### src/rtl/shift_pkg.sv
// Shared constants for the sequenced shift register: shift-mode codes and FSM states.
// Pure declarations; no logic, no latency.
// Imported by shift_step and shift_reg_seq.
package shift_pkg;

  localparam logic [1:0] MODE_LSL = 2'b00;
  localparam logic [1:0] MODE_LSR = 2'b01;
  localparam logic [1:0] MODE_ASR = 2'b10;
  localparam logic [1:0] MODE_ROR = 2'b11;

  typedef enum logic [1:0] {
    ST_IDLE = 2'd0,
    ST_RUN  = 2'd1,
    ST_DONE = 2'd2
  } state_t;

endpackage

### src/rtl/shift_step.sv
// One-bit shift step for all four modes; purely combinational.
// Zero latency; no handshake, the caller decides when to register the result.
// Shared by the single-step and multi-step paths of shift_reg_seq.
module shift_step
  import shift_pkg::*;
#(
  parameter int WIDTH = 16
) (
  input  logic [WIDTH-1:0] value,
  input  logic [1:0]       mode,
  input  logic             ser_in,
  output logic [WIDTH-1:0] next_value,
  output logic             out_bit
);

  // Select the shifted value and the bit that falls off the end
  always_comb begin
    next_value = value;
    out_bit    = value[0];
    case (mode)
      MODE_LSL: begin
        next_value = {value[WIDTH-2:0], ser_in};
        out_bit    = value[WIDTH-1];
      end
      MODE_LSR: begin
        next_value = {ser_in, value[WIDTH-1:1]};
        out_bit    = value[0];
      end
      MODE_ASR: begin
        next_value = {value[WIDTH-1], value[WIDTH-1:1]};
        out_bit    = value[0];
      end
      default: begin
        next_value = {value[0], value[WIDTH-1:1]};
        out_bit    = value[0];
      end
    endcase
  end

endmodule

### src/rtl/shift_reg_seq.sv
// WIDTH-bit shift register with parallel load, single-step shift and an N-step shift engine.
// Single step / load take effect on the next edge; a start of N>0 shifts on the next N edges, done one cycle later.
// No backpressure: start/shift are ignored while busy; load aborts a run at any time.
module shift_reg_seq
  import shift_pkg::*;
#(
  parameter int              WIDTH     = 16,
  parameter logic [WIDTH-1:0] RESET_VAL = '0,
  localparam int             AMT_W     = $clog2(WIDTH) + 1
) (
  input  logic             clk,
  input  logic             reset,
  input  logic [WIDTH-1:0] in,
  input  logic             load,
  input  logic             shift,
  input  logic             start,
  input  logic [AMT_W-1:0] amount,
  input  logic [1:0]       mode,
  input  logic             ser_in,
  output logic [WIDTH-1:0] out,
  output logic             ser_out,
  output logic             busy,
  output logic             done
);

  state_t           state;
  logic [1:0]       mode_q;
  logic [AMT_W-1:0] count;
  logic [AMT_W-1:0] amt_clamped;
  logic [1:0]       step_mode;
  logic [WIDTH-1:0] step_value;
  logic             step_bit;

  // Runs use the mode captured at start; single steps use the live mode
  always_comb begin
    step_mode   = (state == ST_RUN) ? mode_q : mode;
    amt_clamped = (amount > AMT_W'(WIDTH)) ? AMT_W'(WIDTH) : amount;
  end

  shift_step #(
    .WIDTH(WIDTH)
  ) u_step (
    .value     (out),
    .mode      (step_mode),
    .ser_in    (ser_in),
    .next_value(step_value),
    .out_bit   (step_bit)
  );

  // Register, counter and FSM; priority reset > load > run/start > shift
  always_ff @(posedge clk) begin
    if (reset) begin
      out     <= RESET_VAL;
      ser_out <= 1'b0;
      state   <= ST_IDLE;
      mode_q  <= MODE_LSL;
      count   <= '0;
    end else if (load) begin
      // Aborts any run; ser_out keeps the bit from the last real shift
      out   <= in;
      state <= ST_IDLE;
    end else if (state == ST_RUN) begin
      out     <= step_value;
      ser_out <= step_bit;
      count   <= count - 1'b1;
      if (count == AMT_W'(1)) begin
        state <= ST_DONE;
      end
    end else if (start) begin
      mode_q <= mode;
      count  <= amt_clamped;
      state  <= (amt_clamped == '0) ? ST_DONE : ST_RUN;
    end else if (shift) begin
      out     <= step_value;
      ser_out <= step_bit;
      state   <= ST_IDLE;
    end else begin
      state <= ST_IDLE;
    end
  end

  assign busy = (state == ST_RUN);
  assign done = (state == ST_DONE);

endmodule

### config.mk
export PLATFORM = sky130hd
export DESIGN_NAME = shift_reg_seq
export DESIGN_NICKNAME = d
export VERILOG_FILES = /design/src/rtl/shift_pkg.sv /design/src/rtl/shift_step.sv /design/src/rtl/shift_reg_seq.sv
export SDC_FILE = /design/constraint.sdc
export NUM_CORES = 1
export LEC_CHECK = 0
export CELL_PAD_IN_SITES_DETAIL_PLACEMENT = 0
export CELL_PAD_IN_SITES_GLOBAL_PLACEMENT = 2
export CORE_AREA = 2 2 76 78
export DETAILED_ROUTE_END_ITERATION = 6
export DIE_AREA = 0 0 78 80
export GPL_TIMING_DRIVEN = 0
export PLACE_DENSITY_LB_ADDON = 0.1
export SETUP_SLACK_MARGIN = 0.2
export SYNTH_ARGS = -nofsm -noshare
export SYNTH_HDL_FRONTEND = slang
export SYNTH_SLANG_ARGS = --single-unit
### constraint.sdc
create_clock -name clk -period 5.38 [get_ports clk]
set_clock_uncertainty 0.15 [all_clocks]
set_input_delay 0.807 -clock clk [delete_from_list [all_inputs] [get_ports clk]]
set_output_delay 0.807 -clock clk [all_outputs]
set_load 0.005 [all_outputs]
# After elaboration in Yosys (flattened, before gate mapping)
# Index checks and enable logic that the tools add are counted.
# op_classes
n_addsub	1
order_cmp	1
eq_ne	8
mux	17
n_bitwise	2
reduce_logical	10
# op_table
operator	count
$mux 16	4
$pmux 16 s3	1
$mux 5	3
$mux 2	5
$reduce_and 3->1	2
$eq 5x1->1 const B	1
$gt 5x5->1 const B	1
$logic_not 5->1	1
$sub 5x1->5 const B	1
$eq 2x1->1 const B	2
$eq 2x2->1 const B	2
$mux 1	4
$ne 2x1->1 const B	2
$reduce_and 2->1	2
$reduce_bool 2->1	2
$ne 3x2->1 const B	1
$reduce_bool 3->1	1
$logic_not 2->1	1
$not 1->1	2
$reduce_or 2->1	1
# word_totals
ff_bits	26
inputBits	29

# Longest topological paths before layout
# Gate-level depths: netlist of the first run.
# logic_depth
depth_word	8
ltp_mapped	8
ltp_nobuf	6

# Hierarchy
# From an unflattened synthesis of the first run, not the netlist that was laid out.
# hier_totals
hier_cells	166
area_unflattened_um2	1641.6
# by_module_without_submodules
mod	n_inst	cells_per_inst	area_each_um2
shift_reg_seq	1	147	1366.3
shift_step	1	19	275.3

# Worst setup path after synthesis of the first run
# OpenSTA, ideal clock, no wires.
# synth_timing
kind	in2reg
startpoint	input mode[1]
endpoint	register out[6]
setup_ns	0.128
t_arrival_ns	1.914
path_slack_ns	3.188
path_stages	6
path_buffers	1
path_cell_list	nor2_1 mux2i_1 buf_6 mux2_4 a222oi_1 nor2_1
# synth_via
elab_chain_len	7
elab_cells_between_ends	9
classes_between	2 x eq/ne; 6 x mux; 1 x reduce/logical
# synth_rtl
element	line_no	source
start, declared	shift_reg_seq.sv:18	input logic [1:0] mode,
$mux 2 (*)	shift_reg_seq.sv:36	step_mode = (state == ST_RUN) ? mode_q : mode;
$eq 2x2->1 (tied with other cells)	shift_step.sv:20	case (mode)
$pmux 16 s3 (*)	shift_step.sv:20	
$mux 16	shift_reg_seq.sv:73	end else if (shift) begin
$mux 16	shift_reg_seq.sv:69	end else if (start) begin
$mux 16 (*)	shift_reg_seq.sv:62	end else if (state == ST_RUN) begin
$mux 16 (*)	shift_reg_seq.sv:58	end else if (load) begin
end signal, assigned	shift_reg_seq.sv:60	out <= in;
end signal, assigned	shift_reg_seq.sv:63	out <= step_value;
end signal, assigned	shift_reg_seq.sv:74	out <= step_value;
end, declared	shift_reg_seq.sv:20	output logic [WIDTH-1:0] out,
# Every way passes the cells marked *; elsewhere a longest branch is shown, timed or not. The select of a mux whose other input is x is not followed.
# A chain may end at the register's enable or synchronous reset.

# Final worst setup path of the first run
# layout_timing
startpoint	input mode[1]
endpoint	register out[5]
# The elaborated chain is that of the path after synthesis.

==> results of run 1 <==
==> final cells by class <==
class | count | share of cell area, %
Multi-Input combinational cell | 120 | 41.3
Sequential cell | 26 | 24.7
Timing Repair Buffer | 47 | 22.3
Tap cell | 72 | 4.28
Buffer | 13 | 3.33
Clock buffer | 4 | 2.61
Inverter | 8 | 1.43
==> sequential cells by signal, summed over array words and instances, names as in the netlist <==
name	count
ser_out	1
out	16
state	2
count	5
mode_q	2
==> critical path, delay by kind of cell <==
family / cells / cell delay (ps)
multiplexers: 2 / 660
AND/OR/NAND/NOR: 2 / 130
AO/OA/AOI/OAI: 1 / 300
buffers and inverters: 2 / 730
==> how the worst max path moves through the flow <==
stage,cells after the start,end,start,slack [ps]
detailed placement,7,out[4],mode[1],2420
global placement,7,out[8],mode[1],2420
finish,7,out[5],mode[1],2730
CTS,7,out[4],mode[1],2720
floorplan,6,out[6],mode[1],3190
global route,5,out[11],load,2600
==> placed cells by master (no fill, tap or decap), drive strengths merged, types with 6 or more instances in the layout <==
cell type / n
nor2b: 10
mux2: 12
a222oi: 11
nand3b: 6
clkbuf: 8
a211oi: 6
dfxtp: 26
buf: 9
inv: 8
nor2: 30
clkdlybuf4s50: 47
==> metal layers <==
metal	part of all wire, %	GRT usage [%]	vias up
li1	-	-	727
met1	45	18.5	697
met2	48	25.2	45
met3	5.5	2.83	8
met4	1.8	5.96	0
met5	0	0	-
==> cell families (layout without fill, tap and decap cells) <==
kind of cell	count (synthesis)	after routing	synth area share [%]
mux	17	17	14.2
fa+ha+maj	2	2	1.68
simple gates	60	60	20.7
flops	26	26	34.9
buf+inv	21	72	6.72
compound gates	41	41	21.7
==> power by group through the flow <==
stage	combinational (W)	sequential (W)	clock (W)
floorplan	0.0000670	0.000220	0
global placement	0.000124	0.000222	0
detailed placement	0.000126	0.000222	0
CTS	0.000126	0.000217	0.000134
global route	0.000137	0.000220	0.000141
finish	0.000125	0.000217	0.000127
==> stage by stage <==
stage / hold WS (ps) / setup WS, ps
4_1_cts: 385 / 2720
2_1_floorplan: 339 / 3190
3_5_place_dp: 368 / 2420
5_1_grt: 424 / 2600
3_3_place_gp: 353 / 2420
6_report: 388 / 2730
==> results.sh, run 1 <==
export IMPL_synth_area_um2=1490
export IMPL_crit_slowest_cell="clkdlybuf4s50_1"
export IMPL_synth_top_flop_cell="dfxtp_1"
export IMPL_cts_htree_levels=1
export IMPL_run_status="completed"
export IMPL_grt_overflow=0
export IMPL_stdcell_count=290
export IMPL_max_freq_mhz=378
export IMPL_timing_critical_path_fanout_max=10
export IMPL_floorplan_core_area_um2=5410
export IMPL_remaining_drc_errors=0
export IMPL_initialDrtViolationCount=104
export IMPL_vias_in_the_first_global_route=1521
export IMPL_register_area_um2=520
export IMPL_reg2reg_from="state[1]"
export IMPL_rows=27
export IMPL_min_delay_path_depth=2
export IMPL_ys_top_cells_by_count="nor2_1 (30), dfxtp_1 (26), a222oi_1 (11), nor2b_1 (10), inv_1 (8)"
export IMPL_critical_path_max_stage_delay_ps=520
export IMPL_postSynthAreaPerCell_um2=8.92
export IMPL_cts_repair_resize_count=0
export IMPL_power_switching_w=0.000129
export IMPL_tritoncts="built"
export IMPL_synth_enable_flop_cells=0
export IMPL_synth_top_cells_by_area="dfxtp_1 (35%), nor2_1 (7.6%), a222oi_1 (7.4%)"
export IMPL_final_min_period_over_clock_period_pct=49.2
export IMPL_cts_setup_buffers=0
export IMPL_r2r_slack_ps=3320
export IMPL_max_slew_worst_pin_slew_ps=580
export IMPL_setup_crit_start_kind="primary input"
export IMPL_critical_path_reg2reg_endpoint="out[5]"
export IMPL_worstPathRequired_ps=5380
export IMPL_die_area_um2=6240
export IMPL_route_antenna_remaining_nets=0
export IMPL_powerDensity_nw_per_um2=223
export IMPL_leakagePower_nw=0.804
export IMPL_max_cap_violation_count=0
export IMPL_final_util_pct=39.0
export IMPL_internal_power_w=0.000341
export IMPL_detailed_place_area_um2=2050
export IMPL_worst_r2r_cell_count=6
export IMPL_final_max_slew_violation_count=0
export IMPL_setup_repair_after_global_routing_missed_its_margin="false"
export IMPL_endpoint_kind="register"
export IMPL_vias=1477
export IMPL_starting_density_of_the_core_pct=27.6
export IMPL_design_final_nets=250
export IMPL_dp_hpwl_mm=3.40
export IMPL_grt_start_max_net_pins=15
export IMPL_clk_root_buffer_cell="clkbuf_8"
export IMPL_clk_latency_ps=270
export IMPL_ys_types=35
export IMPL_syn_nets=198
export IMPL_first_pass_grt_wire_length_mm=7.27
export IMPL_seq_power_share_pct=46.3
export IMPL_post_drt_via_cell_ratio=5.09
export IMPL_cp_data_arrival_time_ps=2640
export IMPL_critical_path_cell_chain="clkdlybuf4s50_1 -> nor2_1 -> mux2i_1 -> buf_6 -> mux2_1 -> a222oi_1 -> nor2_1"
export IMPL_end_point_of_the_most_critical_hold_path="out[13]"
export IMPL_fp_dieW_um=78
export IMPL_drt_pass1_iter_count=5
export IMPL_synth_ff_latch_count=26
export IMPL_yosysSeqAreaShare_pct=34.9
export IMPL_async_reset_ff_share_pct=0
export IMPL_final_min_clock_period_ps=2650
export IMPL_cts_num_sinks=26
export IMPL_io_buffer_count=47
export IMPL_tritoncts_num_buffers=3
export IMPL_postRouteWirelength_mm=4.51
export IMPL_netlist_instances=167
export IMPL_clk_pin_slew_worst_paths_ps=90
export IMPL_most_used_standard_cell_by_instance_count_after_synthesis="nor2_1"
export IMPL_p_total_w=0.000470
export IMPL_synthToLayoutAreaGrowth_pct=41.3
export IMPL_number_of_antenna_violations_at_the_first_check_in_global_routing=0
export IMPL_power_frac_comb_pct=26.6
export IMPL_peakVddDrop_uv=105
export IMPL_fin_area_um2=2110
export IMPL_dp_cells=286
export IMPL_detail_route_wl_per_cell_um=15.6
export IMPL_max_slew_margin_rel_pct=61.3
export IMPL_power_clock_fraction_pct=27.1
export IMPL_timing_critical_path_mode_cell="nor2_1"
export IMPL_crit_type="in2reg"
export IMPL_hold_path_startpoint="out[13]"
export IMPL_fin_setup_tns_ps=0
export IMPL_cts_root_to_sink_buffers=2
export IMPL_report_final_setup_viol=0
export IMPL_place_congestion=0.759
export IMPL_die_height_um=80
export IMPL_hp_class="reg2reg"
export IMPL_synth_largest_type_area_fraction_pct=34.9
export IMPL_n_fill_cell=572
export IMPL_hold_viol=0
export IMPL_final_layout_size_suffix_gt1_share_pct=10.1
export IMPL_design_portCount=48
export IMPL_multi_input_area_um2=870
export IMPL_antennaDiodeCount=0
export IMPL_ys_warnings=0
export IMPL_gr_usage_all_layers_pct=14.8
export IMPL_yosysTopAreaCell="dfxtp_1"
export IMPL_switching_share_pct=27.4
export IMPL_hold_buffers=0
No activity file was read; power rests on OpenSTA's default activity.
==> run 2: changes to the inputs <==
--- a/config.mk
+++ b/config.mk
@@ -7,9 +7,9 @@
 export LEC_CHECK = 0
 export CELL_PAD_IN_SITES_DETAIL_PLACEMENT = 0
 export CELL_PAD_IN_SITES_GLOBAL_PLACEMENT = 2
-export CORE_AREA = 2 2 76 78
+export CORE_AREA = 2 2 79 81
 export DETAILED_ROUTE_END_ITERATION = 6
-export DIE_AREA = 0 0 78 80
+export DIE_AREA = 0 0 81 83
 export GPL_TIMING_DRIVEN = 0
 export PLACE_DENSITY_LB_ADDON = 0.1
 export SETUP_SLACK_MARGIN = 0.2
==> constraint.sdc (replaced) <==
create_clock -name clk -period 2.62 [get_ports clk]
set_clock_uncertainty 0.15 [all_clocks]
set_input_delay 0.393 -clock clk [delete_from_list [all_inputs] [get_ports clk]]
set_output_delay 0.393 -clock clk [all_outputs]
set_load 0.005 [all_outputs]
==> run 2 against run 1 <==
Final cell count is 1.0% higher. Via count is 0.14% higher. Non-clock buffer count stayed put. Die area is 7.7% higher. Critical path depth stayed put. Core utilization is 2.3 points lower. Combinational power is 110% higher. Critical path type unchanged. First-iteration DRC count is 18% lower. Total power is 120% higher. Critical endpoint is now out[1]. Worst hold slack worse by 17 ps. Sequential cell count stayed put. Sequential power is 110% higher.
==> results.sh, run 2 (synthesized netlist as in run 1, its figures left out) <==
export IMPL_stdcell_count=293
export IMPL_dp_hpwl_mm=3.49
export IMPL_fp_dieW_um=81
export IMPL_fin_area_um2=2130
export IMPL_max_freq_mhz=451
export IMPL_clk_latency_ps=280
export IMPL_drt_pass1_iter_count=5
export IMPL_final_max_slew_violation_count=0
export IMPL_grt_overflow=0
export IMPL_leading_cell_types_in_the_layout_fill_and_taps_excluded="clkdlybuf4s50_1 (47), nor2_1 (30), dfxtp_1 (26)"
export IMPL_cts_htree_levels=1
export IMPL_multi_input_area_um2=873
export IMPL_max_slew_worst_pin_slew_ps=606
export IMPL_powerDensity_nw_per_um2=494
export IMPL_final_layout_size_suffix_gt1_share_pct=10.6
export IMPL_post_drt_via_cell_ratio=5.05
export IMPL_remaining_drc_errors=0
export IMPL_final_min_clock_period_ps=2220
export IMPL_hold_worst_slack_ps=371
export IMPL_report_final_setup_viol=0
export IMPL_route_antenna_remaining_nets=0
export IMPL_cts_num_sinks=26
export IMPL_cts_root_to_sink_buffers=2
export IMPL_r2r_slack_ps=550
export IMPL_reg_with_most_ffs="out"
export IMPL_setup_repair_after_global_routing_missed_its_margin="false"
export IMPL_endpoint_kind="register"
export IMPL_clk_root_buffer_cell="clkbuf_8"
export IMPL_worst_slack_ps=402
export IMPL_grt_start_max_net_pins=16
export IMPL_starting_density_of_the_core_pct=25.6
export IMPL_tritoncts="built"
export IMPL_detailed_place_area_um2=2050
export IMPL_clk_pin_slew_worst_paths_ps=100
export IMPL_n_fill_cell=631
export IMPL_rows=28
export IMPL_layout_commonest_cell="clkdlybuf4s50_1"
export IMPL_setup_crit_start_kind="primary input"
export IMPL_synthToLayoutAreaGrowth_pct=42.9
export IMPL_cts_setup_buffers=0
export IMPL_critical_path_reg2reg_endpoint="out[1]"
export IMPL_detail_route_wl_per_cell_um=15.9
export IMPL_worst_r2r_cell_count=6
export IMPL_initialDrtViolationCount=85
export IMPL_register_area_um2=520
export IMPL_critical_path_endpoint="out[1]"
export IMPL_final_min_period_over_clock_period_pct=84.7
export IMPL_leakagePower_nw=0.807
export IMPL_timing_critical_path_fanout_max=10
export IMPL_cp_data_arrival_time_ps=2220
export IMPL_reg_largest_list="out x16, count x5"
export IMPL_antennaDiodeCount=0
export IMPL_vias_in_the_first_global_route=1442
export IMPL_die_area_um2=6720
export IMPL_floorplan_core_area_um2=5820
export IMPL_number_of_antenna_violations_at_the_first_check_in_global_routing=0
export IMPL_design_portCount=48
export IMPL_tritoncts_num_buffers=3
export IMPL_hold_viol=0
export IMPL_design_final_nets=250
export IMPL_dp_cells=289
export IMPL_gr_usage_all_layers_pct=14.1
export IMPL_peakVddDrop_uv=247
export IMPL_die_height_um=83
export IMPL_worstPathRequired_ps=2620
export IMPL_run_status="completed"
export IMPL_vias=1479
export IMPL_postRouteWirelength_mm=4.65
export IMPL_cp_startpoint="mode[1]"
export IMPL_hp_class="reg2reg"
export IMPL_max_slew_margin_rel_pct=59.6
export IMPL_max_cap_violation_count=0
export IMPL_place_congestion=0.758
export IMPL_largest_register_ffs=16
export IMPL_io_buffer_count=47
export IMPL_preCtsSetupSlack_ps=-16.0
export IMPL_first_pass_grt_wire_length_mm=7.41
export IMPL_crit_type="in2reg"
export IMPL_reg2reg_from="state[1]"
## run 2: stage by stage
step	utilization (%)	setup TNS, ps	total power (W)
6_report	36.6	0	0.00105
3_3_place_gp	35.3	-11.3	0.000712
4_1_cts	36.6	0	0.00106
2_1_floorplan	-	0	0.000588
3_5_place_dp	35.3	-45.8	0.000714
5_1_grt	36.6	0	0.00110
## run 2: final cells by class
class                           instances  share of cell area, %
Multi-Input combinational cell        120                   41.0
Sequential cell                        26                   24.4
Timing Repair Buffer                   47                   22.1
Tap cell                               75                   4.41
Buffer                                 13                   3.29
Clock buffer                            3                   1.94
Clock inverter                          1                   1.41
Inverter                                8                   1.41
## run 2: layer usage
| metal | up-vias | wire length [µm] | track usage (%) |
|---|---|---|---|
| met5 | - | 0 | 0 |
| met4 | 0 | 48 | 2.47 |
| met3 | 4 | 250 | 3.59 |
| met2 | 42 | 2230 | 23.1 |
| met1 | 699 | 2120 | 18.6 |
| li1 | 734 | - | - |
## run 2: timing repair
item                                    4_1_cts  5_1_grt
gates resized for setup                       0        1
endpoints found under the setup margin        0        2
hold buffers                                  0        0
## run 2: worst max-delay path: stages
cell and delay, ps:
clkdlybuf4s50_1 530, nor2_1 80, mux2i_2 300, buf_6 230
mux2_4 310, a222oi_1 310, nor2_1 70
## run 2: worst min path at each step
stage,slack (ps),end,cells after the start,startpoint
2_1_floorplan,340,count[3],2,count[3]
3_5_place_dp,360,ser_out,2,ser_out
3_3_place_gp,360,out[10],2,out[10]
4_1_cts,380,ser_out,2,ser_out
6_report,370,out[10],2,out[10]
5_1_grt,420,out[12],2,out[12]
## run 2: power by group
group / internal [W] / switching, W
sequential: 0.000421 / 0.0000260
clock: 0.000205 / 0.000142
combinational: 0.000146 / 0.000113
total: 0.000771 / 0.000281
==> run 3: changes to the inputs <==
--- a/config.mk
+++ b/config.mk
@@ -7,9 +7,9 @@
 export LEC_CHECK = 0
 export CELL_PAD_IN_SITES_DETAIL_PLACEMENT = 0
 export CELL_PAD_IN_SITES_GLOBAL_PLACEMENT = 2
-export CORE_AREA = 2 2 79 81
+export CORE_AREA = 2 2 82 84
 export DETAILED_ROUTE_END_ITERATION = 6
-export DIE_AREA = 0 0 81 83
+export DIE_AREA = 0 0 84 86
 export GPL_TIMING_DRIVEN = 0
 export PLACE_DENSITY_LB_ADDON = 0.1
 export SETUP_SLACK_MARGIN = 0.2
==> constraint.sdc (replaced) <==
create_clock -name clk -period 1.9 [get_ports clk]
set_clock_uncertainty 0.15 [all_clocks]
set_input_delay 0.285 -clock clk [delete_from_list [all_inputs] [get_ports clk]]
set_output_delay 0.285 -clock clk [all_outputs]
set_load 0.005 [all_outputs]
==> run 3 against run 2 <==
The run now ends with setup timing left. Non-clock buffer count rose by 9. Setup slack got worse by 450 ps. Critical path type is now reg2reg. Clock power decreased by 5%. Sequential share of layout area decreased by 1.8 points. Total power up 31%. Final cell count grew 3.4%. Sequential power is 39% higher. Largest cell class unchanged. Global-route usage hardly changed.
==> results.sh, run 3 (synthesized netlist as in run 1, its figures left out) <==
export IMPL_run_status="finished, violations left"
export IMPL_violations="setup timing"
export IMPL_io_buffer_count=47
export IMPL_hold_worst_slack_ps=190
export IMPL_design_final_nets=259
export IMPL_first_pass_grt_wire_length_mm=8.11
export IMPL_hp_class="in2reg"
export IMPL_layout_commonest_cell="clkdlybuf4s50_1"
export IMPL_max_slew_margin_rel_pct=63.4
export IMPL_reg2reg_from="state[1]"
export IMPL_fp_dieW_um=84
export IMPL_preCtsSetupSlack_ps=-540
export IMPL_hold_viol=0
export IMPL_leakagePower_nw=0.919
export IMPL_end_point_of_the_most_critical_hold_path="mode_q[0]"
export IMPL_floorplan_core_area_um2=6280
export IMPL_hold_buffers=0
export IMPL_route_antenna_remaining_nets=0
export IMPL_vias=1539
export IMPL_cts_num_sinks=26
export IMPL_design_portCount=48
export IMPL_worst_slack_ps=-48.8
export IMPL_clk_root_buffer_cell="clkbuf_8"
export IMPL_critical_path_reg2reg_endpoint="out[9]"
export IMPL_worstPathRequired_ps=1900
export IMPL_setup_crit_start_kind="register"
export IMPL_initialDrtViolationCount=130
export IMPL_gr_usage_all_layers_pct=14.1
export IMPL_cp_data_arrival_time_ps=1950
export IMPL_hold_path_startpoint="mode[0]"
export IMPL_drt_pass1_iter_count=4
export IMPL_dp_hpwl_mm=3.54
export IMPL_worst_r2r_cell_count=7
export IMPL_max_slew_worst_pin_slew_ps=549
export IMPL_cts_root_to_sink_buffers=2
export IMPL_max_cap_violation_count=0
export IMPL_leading_cell_types_in_the_layout_fill_and_taps_excluded="clkdlybuf4s50_1 (44), nor2_1 (28), dfxtp_1 (20)"
export IMPL_starting_density_of_the_core_pct=23.7
export IMPL_grt_overflow=0
export IMPL_clk_latency_ps=270
export IMPL_min_delay_path_depth=3
export IMPL_largest_register_ffs=16
export IMPL_detail_route_wl_per_cell_um=16.7
export IMPL_cts_htree_levels=1
export IMPL_p_total_w=0.00138
export IMPL_reg_with_most_ffs="out"
export IMPL_vias_in_the_first_global_route=1514
export IMPL_die_area_um2=7220
export IMPL_crit_type="reg2reg"
export IMPL_powerDensity_nw_per_um2=593
export IMPL_final_min_clock_period_ps=1950
export IMPL_final_max_slew_violation_count=0
export IMPL_post_drt_via_cell_ratio=5.08
export IMPL_rows=29
export IMPL_postRouteWirelength_mm=5.07
export IMPL_antennaDiodeCount=0
export IMPL_grt_start_max_net_pins=14
export IMPL_peakVddDrop_uv=264
export IMPL_r2r_slack_ps=-50
export IMPL_max_freq_mhz=513
export IMPL_die_height_um=86
export IMPL_timing_critical_path_fanout_max=4
export IMPL_final_layout_size_suffix_gt1_share_pct=26.1
export IMPL_number_of_antenna_violations_at_the_first_check_in_global_routing=0
export IMPL_endpoint_kind="register"
export IMPL_synthToLayoutAreaGrowth_pct=56.6
export IMPL_reg_largest_list="out x16, count x5"
export IMPL_place_congestion=0.713
export IMPL_clk_pin_slew_worst_paths_ps=100
export IMPL_setup_repair_after_global_routing_missed_its_margin="true"
export IMPL_n_fill_cell=654
export IMPL_tritoncts_num_buffers=3
export IMPL_report_final_setup_viol=5
export IMPL_final_min_period_over_clock_period_pct=103
export IMPL_remaining_drc_errors=0
export IMPL_tritoncts="built"
## run 3: changes by cell type in the layout (fill, tap and decap cells not counted), moves of 5 or more
cell and change:
dfxtp_1 -6, buf_4 +5, dfxtp_2 +6, buf_6 +5
## run 3: report_power, final
| group | switching (W) | internal, W |
|---|---|---|
| combinational | 0.000181 | 0.000254 |
| sequential | 0.0000384 | 0.000582 |
| clock | 0.000186 | 0.000142 |
## run 3: final cells by class
class	instances	area, µm²	share of cell area, %
timing repair buffer	56	577	24.7
clock buffer	3	41.3	1.77
buffer	13	91.3	3.91
inverter	8	30.0	1.29
sequential	26	528	22.6
multi-input combinational	120	970	41.6
tap	77	96.3	4.13
## run 3: per-stage QoR
step | setup TNS, ps | util, % | cells | instance area [µm²]
after floorplan | 0 | - | 167 | 1510
after global placement | -8460 | 33.0 | 291 | 2070
after detailed placement | -9180 | 33.0 | 291 | 2070
after CTS | -129 | 36.6 | 303 | 2300
after global routing | -1260 | 37.2 | 303 | 2330
final | -179 | 37.2 | 303 | 2330
## run 3: worst max-delay path, stage by stage, from the launching register on
cell and delay (ps):
dfxtp_2 340, nand2b_4 150, mux2i_4 320, buf_6 150, buf_16 100, mux2_4 290
a222oi_1 270, nor2_1 60
## run 3: what timing repair did
item                       in CTS  in global routing
resized for setup              31                 13
cloned                          1                  0
pin swaps                      11                  3
setup endpoints to repair      28                 30
setup buffers                   8                  0
## run 3: worst max-delay path by stage
stage	startpoint	slack [ps]	end
2_1_floorplan	state[1]	140	out[6]
3_3_place_gp	load	-510	mode_q[1]
3_5_place_dp	load	-540	mode_q[0]
4_1_cts	state[1]	-40	out[6]
5_1_grt	state[1]	-160	out[6]
6_report	state[1]	-50	out[9]
## run 3: routing by layer
metal	vias to the layer above	track usage (%)	part of all wire, %
met4	0	3.52	0.47
met1	740	19.5	48
met5	-	0	0
li1	745	-	-
met2	52	23.1	47
met3	2	2.12	5.1
